[src/rtl/mbm_pkg.sv]
// Shared types for the radix-4 Booth multiplier family.
//   state_t      : control FSM states of mbm_r4_hs
//   booth_dig_t  : recoded radix-4 Booth digit
//   booth_decode : maps the triplet {q[1], q[0], q[-1]} onto a Booth digit
package mbm_pkg;

  typedef enum logic [1:0] {
    IDLE,
    CALC,
    DONE
  } state_t;

  typedef enum logic [2:0] {
    ZERO,
    POS1,
    POS2,
    NEG1,
    NEG2
  } booth_dig_t;

  function automatic booth_dig_t booth_decode(input logic [2:0] trip);
    booth_dig_t dig;
    case (trip)
      3'b000, 3'b111: dig = ZERO;
      3'b001, 3'b010: dig = POS1;
      3'b011:         dig = POS2;
      3'b100:         dig = NEG2;
      default:        dig = NEG1;  // 101, 110
    endcase
    return dig;
  endfunction

endpackage

[src/rtl/booth_r4_pp.sv]
// Radix-4 Booth partial-product generator (combinational).
//   trip_i : Booth triplet {q[1], q[0], qm1}
//   m_i    : multiplicand, already extended to WIDTH+2 bits
//   pp_o   : signed addend (0, +-M, +-2M) sign-extended to WIDTH+4 bits
module booth_r4_pp
  import mbm_pkg::*;
#(
  parameter int unsigned WIDTH = 32
) (
  input  logic [2:0]       trip_i,
  input  logic [WIDTH+1:0] m_i,
  output logic [WIDTH+3:0] pp_o
);

  logic [WIDTH+3:0] m1;
  logic [WIDTH+3:0] m2;

  assign m1 = {{2{m_i[WIDTH+1]}}, m_i};
  assign m2 = {m_i[WIDTH+1], m_i, 1'b0};

  always_comb begin
    pp_o = '0;
    case (booth_decode(trip_i))
      POS1:    pp_o = m1;
      POS2:    pp_o = m2;
      NEG1:    pp_o = '0 - m1;
      NEG2:    pp_o = '0 - m2;
      default: pp_o = '0;
    endcase
  end

endmodule

[src/rtl/mbm_r4_hs.sv]
// Sequential radix-4 Booth multiplier with valid/ready handshakes.
// One operation in flight; result appears WIDTH/2+1 clock edges after accept.
//   clk, n_rst          : clock (rising edge), async active-low reset
//   in_valid / in_ready : request handshake; mcand, mplier, is_signed sampled on accept
//   out_valid/out_ready : response handshake; product held stable while out_valid
//   product             : full 2*WIDTH-bit product
module mbm_r4_hs
  import mbm_pkg::*;
#(
  parameter int unsigned WIDTH = 32
) (
  input  logic                 clk,
  input  logic                 n_rst,
  input  logic                 in_valid,
  output logic                 in_ready,
  input  logic [WIDTH-1:0]     mcand,
  input  logic [WIDTH-1:0]     mplier,
  input  logic                 is_signed,
  output logic                 out_valid,
  input  logic                 out_ready,
  output logic [2*WIDTH-1:0]   product
);

  localparam int unsigned N     = WIDTH / 2 + 1;
  localparam int unsigned CNT_W = $clog2(N + 1);
  localparam logic [CNT_W-1:0] LAST = CNT_W'(N - 1);

  if ((WIDTH % 2) != 0 || WIDTH < 4) begin : g_width_check
    $error("mbm_r4_hs: WIDTH must be even and >= 4");
  end

  state_t                 state_q, state_d;
  logic [CNT_W-1:0]       cnt_q, cnt_d;
  logic [WIDTH+3:0]       acc_q, acc_d;
  logic [WIDTH+1:0]       q_q, q_d;
  logic                   qm1_q, qm1_d;
  logic [WIDTH+1:0]       m_q, m_d;
  logic [2*WIDTH-1:0]     prod_q, prod_d;

  logic [WIDTH+3:0]       pp;
  logic [WIDTH+3:0]       sum;
  logic signed [2*WIDTH+6:0] cat;
  logic signed [2*WIDTH+6:0] sh;
  logic [WIDTH+3:0]       acc_n;
  logic [WIDTH+1:0]       q_n;
  logic                   qm1_n;

  function automatic logic [WIDTH+1:0] extend(input logic [WIDTH-1:0] x, input logic s);
    return {{2{s & x[WIDTH-1]}}, x};
  endfunction

  booth_r4_pp #(
    .WIDTH(WIDTH)
  ) u_pp (
    .trip_i({q_q[1:0], qm1_q}),
    .m_i   (m_q),
    .pp_o  (pp)
  );

  // Add the digit, then shift the whole {acc,q,qm1} chain right by two
  // as one signed vector so acc's sign propagates into the top bits.
  assign sum   = acc_q + pp;
  assign cat   = {sum, q_q, qm1_q};
  assign sh    = cat >>> 2;
  assign acc_n = sh[2*WIDTH+6 -: WIDTH+4];
  assign q_n   = sh[WIDTH+2:1];
  assign qm1_n = sh[0];

  assign in_ready  = (state_q == IDLE) || ((state_q == DONE) && out_ready);
  assign out_valid = (state_q == DONE);
  assign product   = prod_q;

  always_comb begin
    state_d = state_q;
    cnt_d   = cnt_q;
    acc_d   = acc_q;
    q_d     = q_q;
    qm1_d   = qm1_q;
    m_d     = m_q;
    prod_d  = prod_q;

    case (state_q)
      CALC: begin
        acc_d = acc_n;
        q_d   = q_n;
        qm1_d = qm1_n;
        cnt_d = cnt_q + 1'b1;
        if (cnt_q == LAST) begin
          state_d = DONE;
          prod_d  = {acc_n[WIDTH-3:0], q_n};
        end
      end
      DONE: begin
        if (out_ready && !in_valid) begin
          state_d = IDLE;
        end
      end
      default: ;
    endcase

    if (in_valid && in_ready) begin
      state_d = CALC;
      acc_d   = '0;
      q_d     = extend(mplier, is_signed);
      qm1_d   = 1'b0;
      m_d     = extend(mcand, is_signed);
      cnt_d   = '0;
    end
  end

  always_ff @(posedge clk or negedge n_rst) begin
    if (!n_rst) begin
      state_q <= IDLE;
      cnt_q   <= '0;
      acc_q   <= '0;
      q_q     <= '0;
      qm1_q   <= 1'b0;
      m_q     <= '0;
      prod_q  <= '0;
    end else begin
      state_q <= state_d;
      cnt_q   <= cnt_d;
      acc_q   <= acc_d;
      q_q     <= q_d;
      qm1_q   <= qm1_d;
      m_q     <= m_d;
      prod_q  <= prod_d;
    end
  end

endmodule
[config.mk]
export PLATFORM = sky130hd
export DESIGN_NAME = mbm_r4_hs
export DESIGN_NICKNAME = d
export VERILOG_FILES = /design/src/rtl/mbm_pkg.sv /design/src/rtl/booth_r4_pp.sv /design/src/rtl/mbm_r4_hs.sv
export SDC_FILE = /design/constraint.sdc
export NUM_CORES = 1
export LEC_CHECK = 0
export CAP_MARGIN = 10
export CELL_PAD_IN_SITES_DETAIL_PLACEMENT = 0
export CELL_PAD_IN_SITES_GLOBAL_PLACEMENT = 1
export CORE_ASPECT_RATIO = 0.75
export CORE_MARGIN = 2
export CORE_UTILIZATION = 44
export CTS_CLUSTER_DIAMETER = 50
export DETAILED_ROUTE_END_ITERATION = 6
export PLACE_DENSITY = 0.88
export SYNTH_ARGS = -nofsm -noshare
export SYNTH_HDL_FRONTEND = slang
export SYNTH_HIERARCHICAL = 1
export SYNTH_SLANG_ARGS = --single-unit
[constraint.sdc]
create_clock -name clk -period 6.15 [get_ports clk]
set_clock_uncertainty 0.2 [all_clocks]
set_input_delay 1.845 -clock clk [delete_from_list [all_inputs] [get_ports clk]]
set_output_delay 1.845 -clock clk [all_outputs]
set_load 0.05 [all_outputs]
======== Word-level counts from Yosys, hierarchy flattened ========
Cells that the tools add are included.
word-level totals
  memory bits (read-only) ................. 0
  bits in latches ......................... 0
  bits in registers ....................... 175
  output and inout port bits .............. 66
  RAM bits ................................ 0
  memories ................................ 0
  input bits .............................. 69
operators by class
  mux-type cells .......................... 14
  equality and inequality tests ........... 14
  $lt $le $gt $ge ......................... 0
  shift-type cells ........................ 0
  bitwise gates (word level) .............. 2
  add/subtract/negate cells ............... 4
  divide/modulo/power cells ............... 0
  reduce and logical (&&, ||, !) cells .... 13
  multipliers ............................. 0
operator list
  operator               count
  $pmux 36 s4            1
  $mux 36                2
  $mux 34                2
  $add 36x36->36         1
  $sub 1x34->35 const A  1
  $sub 1x33->34 const A  1
  $eq 3x2->1 const B     4
  $pmux 3 s4             1
  $mux 5                 2
  $eq 3x3->1 const B     3
  $eq 3x1->1 const B     2
  $mux 2                 3
  $add 5x1->5 const B    1
  $eq 5x5->1 const B     1
  $pmux 2 s2             1
  $reduce_or 2->1        2
  $logic_and 1x1->1      3
  $logic_not 3->1        1
  $ne 3x1->1 const B     1
  $ne 3x3->1 const B     1
  $reduce_and 3->1       1
  $reduce_bool 3->1      1
  $and 1x1->1            2
  $eq 2x1->1 const B     1
  7 further kinds        8

======== Logic depth before layout (Yosys ltp) ========
Gate-level depths: netlist of the first run.
  depth after elaboration ................. 8
  depth in mapped cells ................... 18

======== Hierarchy ========
Netlist of the first run, hierarchy kept.
by module, submodules not included
  module       area an instance (µm²)  times used  cells each  seq. area each (µm²)
  mbm_r4_hs    8943.6                  1           890         4329.2
  booth_r4_pp  2164.6                  1           331         0.0

======== Worst setup path after synthesis of the first run ========
No wires, ideal clock.
  path type ............................... register to register
  start ................................... register q_q[0]
  end ..................................... register prod_q[61], in the netlist product[61]
  arrival time ............................ 4.154 ns
  setup time .............................. 0.070 ns
  path buffers ............................ 3
  stages on the path, launching flop included .. 17
  slack ................................... 1.726 ns
  cells stage by stage .................... dfrtp_1 -> clkbuf_1 -> or2_2 -> clkbuf_1 -> nor2_1 -> clkbuf_1 -> o21ai_0 -> o21ai_0 -> ha_1 -> a211oi_2 -> o21ai_1 -> a2111oi_2 -> nor3_1 -> a211o_1 -> a311o_1 -> a2111o_1 -> nand3_1
on the way
  cells in the longest elaborated chain, start to end .. 6
  elaborated cells on any way between the ends .. 15
  those cells by class .................... add/sub (1); eq/ne (9); mux (2); reduce/logical (3)
RTL lines
  element                                   line               RTL
  start, declared                           mbm_r4_hs.sv:35    logic [WIDTH+1:0] q_q, q_d;
  start signal, assigned                    mbm_r4_hs.sv:124   q_q <= q_d;
  $eq 3x1->1, or another cell as far along  mbm_pkg.sv:23      case (trip)
  $reduce_or 2->1                           mbm_pkg.sv:23
  $pmux 3 s4 *                              mbm_pkg.sv:23
  $eq 3x3->1, or another cell as far along  booth_r4_pp.sv:23  case (booth_decode(trip_i))
  $pmux 36 s4 *                             booth_r4_pp.sv:23
  net pp[1]                                 mbm_r4_hs.sv:40    logic [WIDTH+3:0] pp;
  $add 36x36->36 *                          mbm_r4_hs.sv:62    assign sum = acc_q + pp;
  end signal, assigned                      mbm_r4_hs.sv:127   prod_q <= prod_d;
  end, declared                             mbm_r4_hs.sv:38    logic [2*WIDTH-1:0] prod_q, prod_d;
Mark *: on every way through the listed nets, which the timed path passes. The rest lies on a longest branch.
A chain may end at the register's enable or synchronous reset.

======== Final worst setup path of the first run ========
  start ................................... input port out_ready
  end ..................................... output port in_ready
on the way
  cells in the longest elaborated chain, start to end .. 2
RTL lines
  element            line             RTL
  start, declared    mbm_r4_hs.sv:20  input logic out_ready,
  $logic_and 1x1->1  mbm_r4_hs.sv:69  assign in_ready = (state_q == IDLE) || ((state_q == DONE) && out_ready);
  $logic_or 1x1->1   mbm_r4_hs.sv:69
  end, declared      mbm_r4_hs.sv:15  output logic in_ready,
No other way between the ends.

==> results of run 1 <==
[registers in the layout, summed over array words and instances (netlist names)]
name	cells
state_q	2
qm1_q	1
product	64
m_q	33
acc_q	34
cnt_q	5
q_q	34
[report_power, final]
group,switching [uW],internal (uW)
registers,544,1600
clock network,506,630
logic,3280,2010
[layout make-up]
cell class	instances	area (um2)
fillers	2300	11600
multi-input cells	946	6410
flip-flops and latches	173	4330
repair buffers	147	1450
clock buffers	19	453
well taps	338	423
clock inverters	13	151
inverters	22	82.6
[logic make-up (layout without fill, tap and decap cells)]
family                   after synthesis  after routing  synth area share
adder cells (fa/ha/maj)               42             42            0.0480
multiplexers                         130            130             0.124
AO/OA/AOI/OAI                        273            273             0.163
AND/OR/NAND/NOR                      437            437             0.189
XOR/XNOR                              64             64            0.0505
flip-flops                           173            173             0.390
buffers and inverters                102            201            0.0358
[per-stage QoR]
stage	hold slack [ps]	util	power [uW]	std cells	area (um2)
2_1_floorplan	240	-	5830	1221	11100
3_3_place_gp	261	0.510	7240	1626	12700
3_5_place_dp	269	0.510	7330	1626	12700
4_1_cts	286	0.534	8500	1658	13300
5_1_grt	319	0.534	9150	1658	13300
6_report	283	0.534	8560	1658	13300
[layout by cell type, fill, tap and decap left out, types with 14 or more instances in the layout]
cell,instances
mux2_2,63
ha_1,40
xor2_1,28
a211o_1,14
clkbuf_16,17
dfrtp_1,173
clkdlybuf4s50_1,133
o21ai_0,78
nor2_1,82
a21o_1,20
nor3_1,23
inv_1,20
a22oi_1,16
xnor2_1,36
a21oi_1,57
nand3_1,30
nand2_1,200
mux2i_1,67
[critical path: cells and delay by family]
| kind | cells | cell delay, ps |
|---|---|---|
| AOI/OAI and AO/OA | 1 | 180 |
| buffers and inverters | 2 | 1320 |
[worst max path at each step]
stage	from	to	slack, ps	cells after the start
2_1_floorplan	q_q[0]	product[61]	1730	16
3_3_place_gp	out_ready	in_ready	790	3
3_5_place_dp	out_ready	in_ready	770	3
4_1_cts	out_ready	in_ready	770	3
5_1_grt	m_q[1]	acc_q[28]	540	15
6_report	out_ready	in_ready	760	3
[metal layers]
layer | wire, um | part of all wire | track usage | vias to the layer above
li1 | - | - | - | 4569
met1 | 15800 | 0.52 | 0.375 | 4605
met2 | 12200 | 0.40 | 0.323 | 343
met3 | 2040 | 0.067 | 0.0361 | 21
met4 | 278 | 0.0092 | 0.0472 | 0
met5 | 0 | 0 | 0 | -
==> impl_metrics.env, run 1 <==
export IMPL_status="finished clean"
export IMPL_initial_core_util=0.446
export IMPL_cts_tree="yes"
export IMPL_finalSetupTns_ps=0
export IMPL_period_share=0.876
export IMPL_maxSlewHeadroom=0.291
export IMPL_p_per_area_nw_per_um2=644
export IMPL_hp_start="product[60]"
export IMPL_vias_per_cell=5.75
export IMPL_setup_violations=0
export IMPL_cts_root_buffer="clkbuf_16"
export IMPL_drv_cap=0
export IMPL_r2r_slack_ps=800
export IMPL_grt_pass1_wl_um=49300
export IMPL_antenna_cells=0
export IMPL_peakVddDrop_v=0.000275
export IMPL_cts_hold_buf=0
export IMPL_post_dp_hpwl_um=21700
export IMPL_cpMostUsedCell="clkdlybuf4s50_1"
export IMPL_drtIter0Drc=820
export IMPL_clk_latency_ps=440
export IMPL_worst_pin_slew_ps=1060
export IMPL_worstSetupPathType="primary input to output pin"
export IMPL_die_w_um=187
export IMPL_rsz0062_at_grt="no"
export IMPL_ys_ff_latch=173
export IMPL_r2r_end="acc_q[28]"
export IMPL_routed_wl_um=30300
export IMPL_cts_buffers_inserted=17
export IMPL_coreArea_um2=24900
export IMPL_critPathMaxFanout=3
export IMPL_die_area_um2=26500
export IMPL_yosys_top_cells_count="nand2_1 (202), dfrtp_1 (173), nor2_1 (82)"
export IMPL_cts_sinks=173
export IMPL_grt_pass1_vias=8916
export IMPL_r2r_start="m_q[0]"
export IMPL_drtPass1Iterations=5
export IMPL_place_ws_ps=773
export IMPL_synth_edf_count=0
export IMPL_yosys_warnings=6
export IMPL_path_cells="clkdlybuf4s50_1, a21o_1, clkdlybuf4s50_1"
export IMPL_cp_start_kind="primary input"
export IMPL_leakagePower_uw=0.00593
export IMPL_syn_area_um2=11100
export IMPL_post_cts_buffers=0
export IMPL_ys_async_sr_fraction=1.00
export IMPL_setup_slack_ps=763
export IMPL_io_pins=135
export IMPL_yosysMostFrequentCell="nand2_1"
export IMPL_postRouteAntennaNets=0
export IMPL_fin_crit_ps=5390
export IMPL_num_rows=50
export IMPL_nNetsFinal=1418
export IMPL_synth_cell_types=76
export IMPL_whs_endpoint="product[60]"
export IMPL_synth_cells=1221
export IMPL_syn_avg_cell_area_um2=9.10
export IMPL_clock_path_buffers=2
export IMPL_holdPathStages=2
export IMPL_cp_data_arrival_time_ps=3340
export IMPL_yosys_area_top_type="dfrtp_1"
export IMPL_synth_nets=1332
export IMPL_htree_num_levels=4
export IMPL_grt_ovfl_total=0
export IMPL_wl_per_cell_um=18.3
export IMPL_grt_usage=0.232
export IMPL_synthTopCellsByArea="dfrtp_1 (39%), nand2_1 (6.8%), mux2_2 (6.4%)"
export IMPL_clk_pin_slew_ps=70
export IMPL_final_hold_violation_count=0
export IMPL_final_layout_size_suffix_gt1_frac=0.102
export IMPL_r2r_cells=15
export IMPL_gp_congestion=0.949
export IMPL_yosysSeqAreaShare=0.390
export IMPL_num_vias=9538
export IMPL_cts_resized=0
export IMPL_antenna_found_initial=0
export IMPL_worstPathRequired_ps=4110
export IMPL_hold_class="flop to flop"
export IMPL_critPathMaxStageDelay_ps=820
export IMPL_area_growth_pct=19.7
export IMPL_maxSlewViolCount=0
export IMPL_die_y_um=142
export IMPL_port_buffers=134
export IMPL_drc_errors=0
export IMPL_synthFlopType="dfrtp_1"
export IMPL_crit_path_top_delay_cell="clkdlybuf4s50_1"
export IMPL_cp_end_kind="output pin"
export IMPL_yosysTopAreaCellShare=0.390
export IMPL_max_freq_mhz=186
export IMPL_grt_max_degree=99
Note: power is estimated with default switching activity, not from simulation.
==> run 2: changes to the inputs <==
Settings changed: CORE_MARGIN 2 to not set.
==> run 2 against run 1 <==
Register-to-register slack gained 120 ps; count of clock-buffer cells in the layout is the same; hold slack lost 6.5 ps; non-clock buffer count grew 1; critical path depth is the same; largest cell class unchanged; first-iteration DRC count grew 3.7%; critical endpoint unchanged; final area shrank 0.16%; combinational power is essentially flat; sequential share of layout area grew 0.052 points.
==> impl_metrics.env, run 2 (synthesis results as in run 1) <==
export IMPL_status="finished clean"
export IMPL_cp_end_kind="output pin"
export IMPL_drv_cap=0
export IMPL_drtPass1Iterations=6
export IMPL_antenna_cells=0
export IMPL_io_pins=135
export IMPL_p_per_area_nw_per_um2=644
export IMPL_hold_class="flop to flop"
export IMPL_maxSlewHeadroom=0.330
export IMPL_cpMostUsedCell="clkdlybuf4s50_1"
export IMPL_finalSetupTns_ps=0
export IMPL_crit_path_end="in_ready"
export IMPL_grt_ovfl_total=0
export IMPL_largest_reg_flops=64
export IMPL_worstPathRequired_ps=4110
export IMPL_cp_start_kind="primary input"
export IMPL_area_growth_pct=19.5
export IMPL_antenna_found_initial=0
export IMPL_cts_tree="yes"
export IMPL_coreArea_um2=24400
export IMPL_grt_pass1_vias=8988
export IMPL_rsz0062_at_grt="no"
export IMPL_gp_congestion=0.928
export IMPL_drc_errors=0
export IMPL_critPathMaxStageDelay_ps=810
export IMPL_worst_pin_slew_ps=1010
export IMPL_crit_path_top_delay_cell="clkdlybuf4s50_1"
export IMPL_wirelength_met1_um=15200
export IMPL_met2_length_um=12500
export IMPL_initial_core_util=0.455
export IMPL_die_w_um=185
export IMPL_postRouteAntennaNets=0
export IMPL_clk_pin_slew_ps=70
export IMPL_cts_root_buffer="clkbuf_16"
export IMPL_grt_pass1_wl_um=49700
export IMPL_final_hold_violation_count=0
export IMPL_die_area_um2=25900
export IMPL_worstSetupPathType="primary input to output pin"
export IMPL_port_buffers=134
export IMPL_max_freq_mhz=187
export IMPL_num_rows=49
export IMPL_cts_buffers_inserted=17
export IMPL_clk_latency_ps=440
export IMPL_stdcell_count=1652
export IMPL_fin_crit_ps=5360
export IMPL_final_common_cell="nand2_1"
export IMPL_r2r_cells=15
export IMPL_clock_path_buffers=2
export IMPL_peakVddDrop_v=0.000235
export IMPL_dp_cells=1620
export IMPL_cts_resized=0
export IMPL_final_cell_mix="nand2_1 (201), dfrtp_1 (173), clkdlybuf4s50_1 (133)"
export IMPL_place_ws_ps=783
export IMPL_setup_slack_ps=789
export IMPL_num_vias=9630
export IMPL_final_layout_size_suffix_gt1_frac=0.101
export IMPL_r2r_slack_ps=920
export IMPL_path_cells="clkdlybuf4s50_1, a21o_1, clkdlybuf4s50_1"
export IMPL_nNetsFinal=1419
export IMPL_setup_violations=0
export IMPL_period_share=0.872
export IMPL_vias_per_cell=5.83
export IMPL_post_dp_hpwl_um=21900
export IMPL_wl_per_cell_um=18.5
export IMPL_cp_data_arrival_time_ps=3320
export IMPL_routed_wl_um=30500
export IMPL_die_y_um=140
export IMPL_wl_met3_um=2500
export IMPL_critPathLaunch="out_ready"
export IMPL_maxSlewViolCount=0
export IMPL_cts_sinks=173
export IMPL_maxUsedRoutingLayer="met4"
export IMPL_drtIter0Drc=850
export IMPL_total_power_uw=8550
export IMPL_leakagePower_uw=0.00592
export IMPL_r2r_end="acc_q[28]"
export IMPL_grt_usage=0.244
export IMPL_htree_num_levels=4
export IMPL_critPathMaxFanout=3
export IMPL_cts_hold_buf=0
export IMPL_r2r_start="m_q[0]"
export IMPL_grt_max_degree=108
export IMPL_post_cts_buffers=0
-- run 2: changes by cell type in the layout (fill, tap and decap cells not counted), moves of 2 or more --
| cell | previous run | this run |
|---|---|---|
| clkinv_4 | 4 | 1 |
| clkinvlp_4 | 0 | 3 |
| clkbuf_1 | 0 | 2 |
| clkbuf_8 | 2 | 0 |
-- run 2: power by group --
group          leakage [uW]  switching [uW]  internal (uW)
clock network      0.000279             498            610
registers           0.00226             557           1600
logic               0.00338            3280           2010
-- run 2: stage by stage --
stage                     hold slack [ps]  area (um2)   util
after CTS                             285       13300  0.544
after detailed placement              270       12700  0.520
after global routing                  312       13300  0.544
final                                 276       13300  0.544
after global placement                261       12700  0.520
after floorplan                       240       11100      -
-- run 2: worst max-delay path: cells and delay by family --
| kind | cells | cell delay (ps) |
|---|---|---|
| AO/OA/AOI/OAI | 1 | 160 |
| buffers and inverters | 2 | 1310 |
-- run 2: cell type report --
| type | count | area (um2) |
|---|---|---|
| Clock buffer | 19 | 433 |
| Clock inverter | 13 | 154 |
| Fill cell | 2264 | 11100 |
| Inverter | 22 | 82.6 |
| Multi-Input combinational cell | 946 | 6400 |
| Sequential cell | 173 | 4330 |
| Tap cell | 331 | 414 |
| Timing Repair Buffer | 148 | 1460 |
-- run 2: how the worst min path moves through the flow --
| stage | from | to | slack [ps] | cells past startpoint |
|---|---|---|---|---|
| after floorplan | m_q[16] | m_q[16] | 240 | 2 |
| after global placement | product[55] | product[55] | 260 | 2 |
| after detailed placement | product[56] | product[56] | 270 | 2 |
| after CTS | product[56] | product[56] | 290 | 2 |
| after global routing | product[58] | product[58] | 310 | 2 |
| final | product[56] | product[56] | 280 | 2 |
-- run 2: routing by layer --
metal	vias to the layer above	track usage
met2	387	0.337
met4	0	0.0465
met5	-	0
li1	4579	-
met1	4628	0.391
met3	36	0.0429
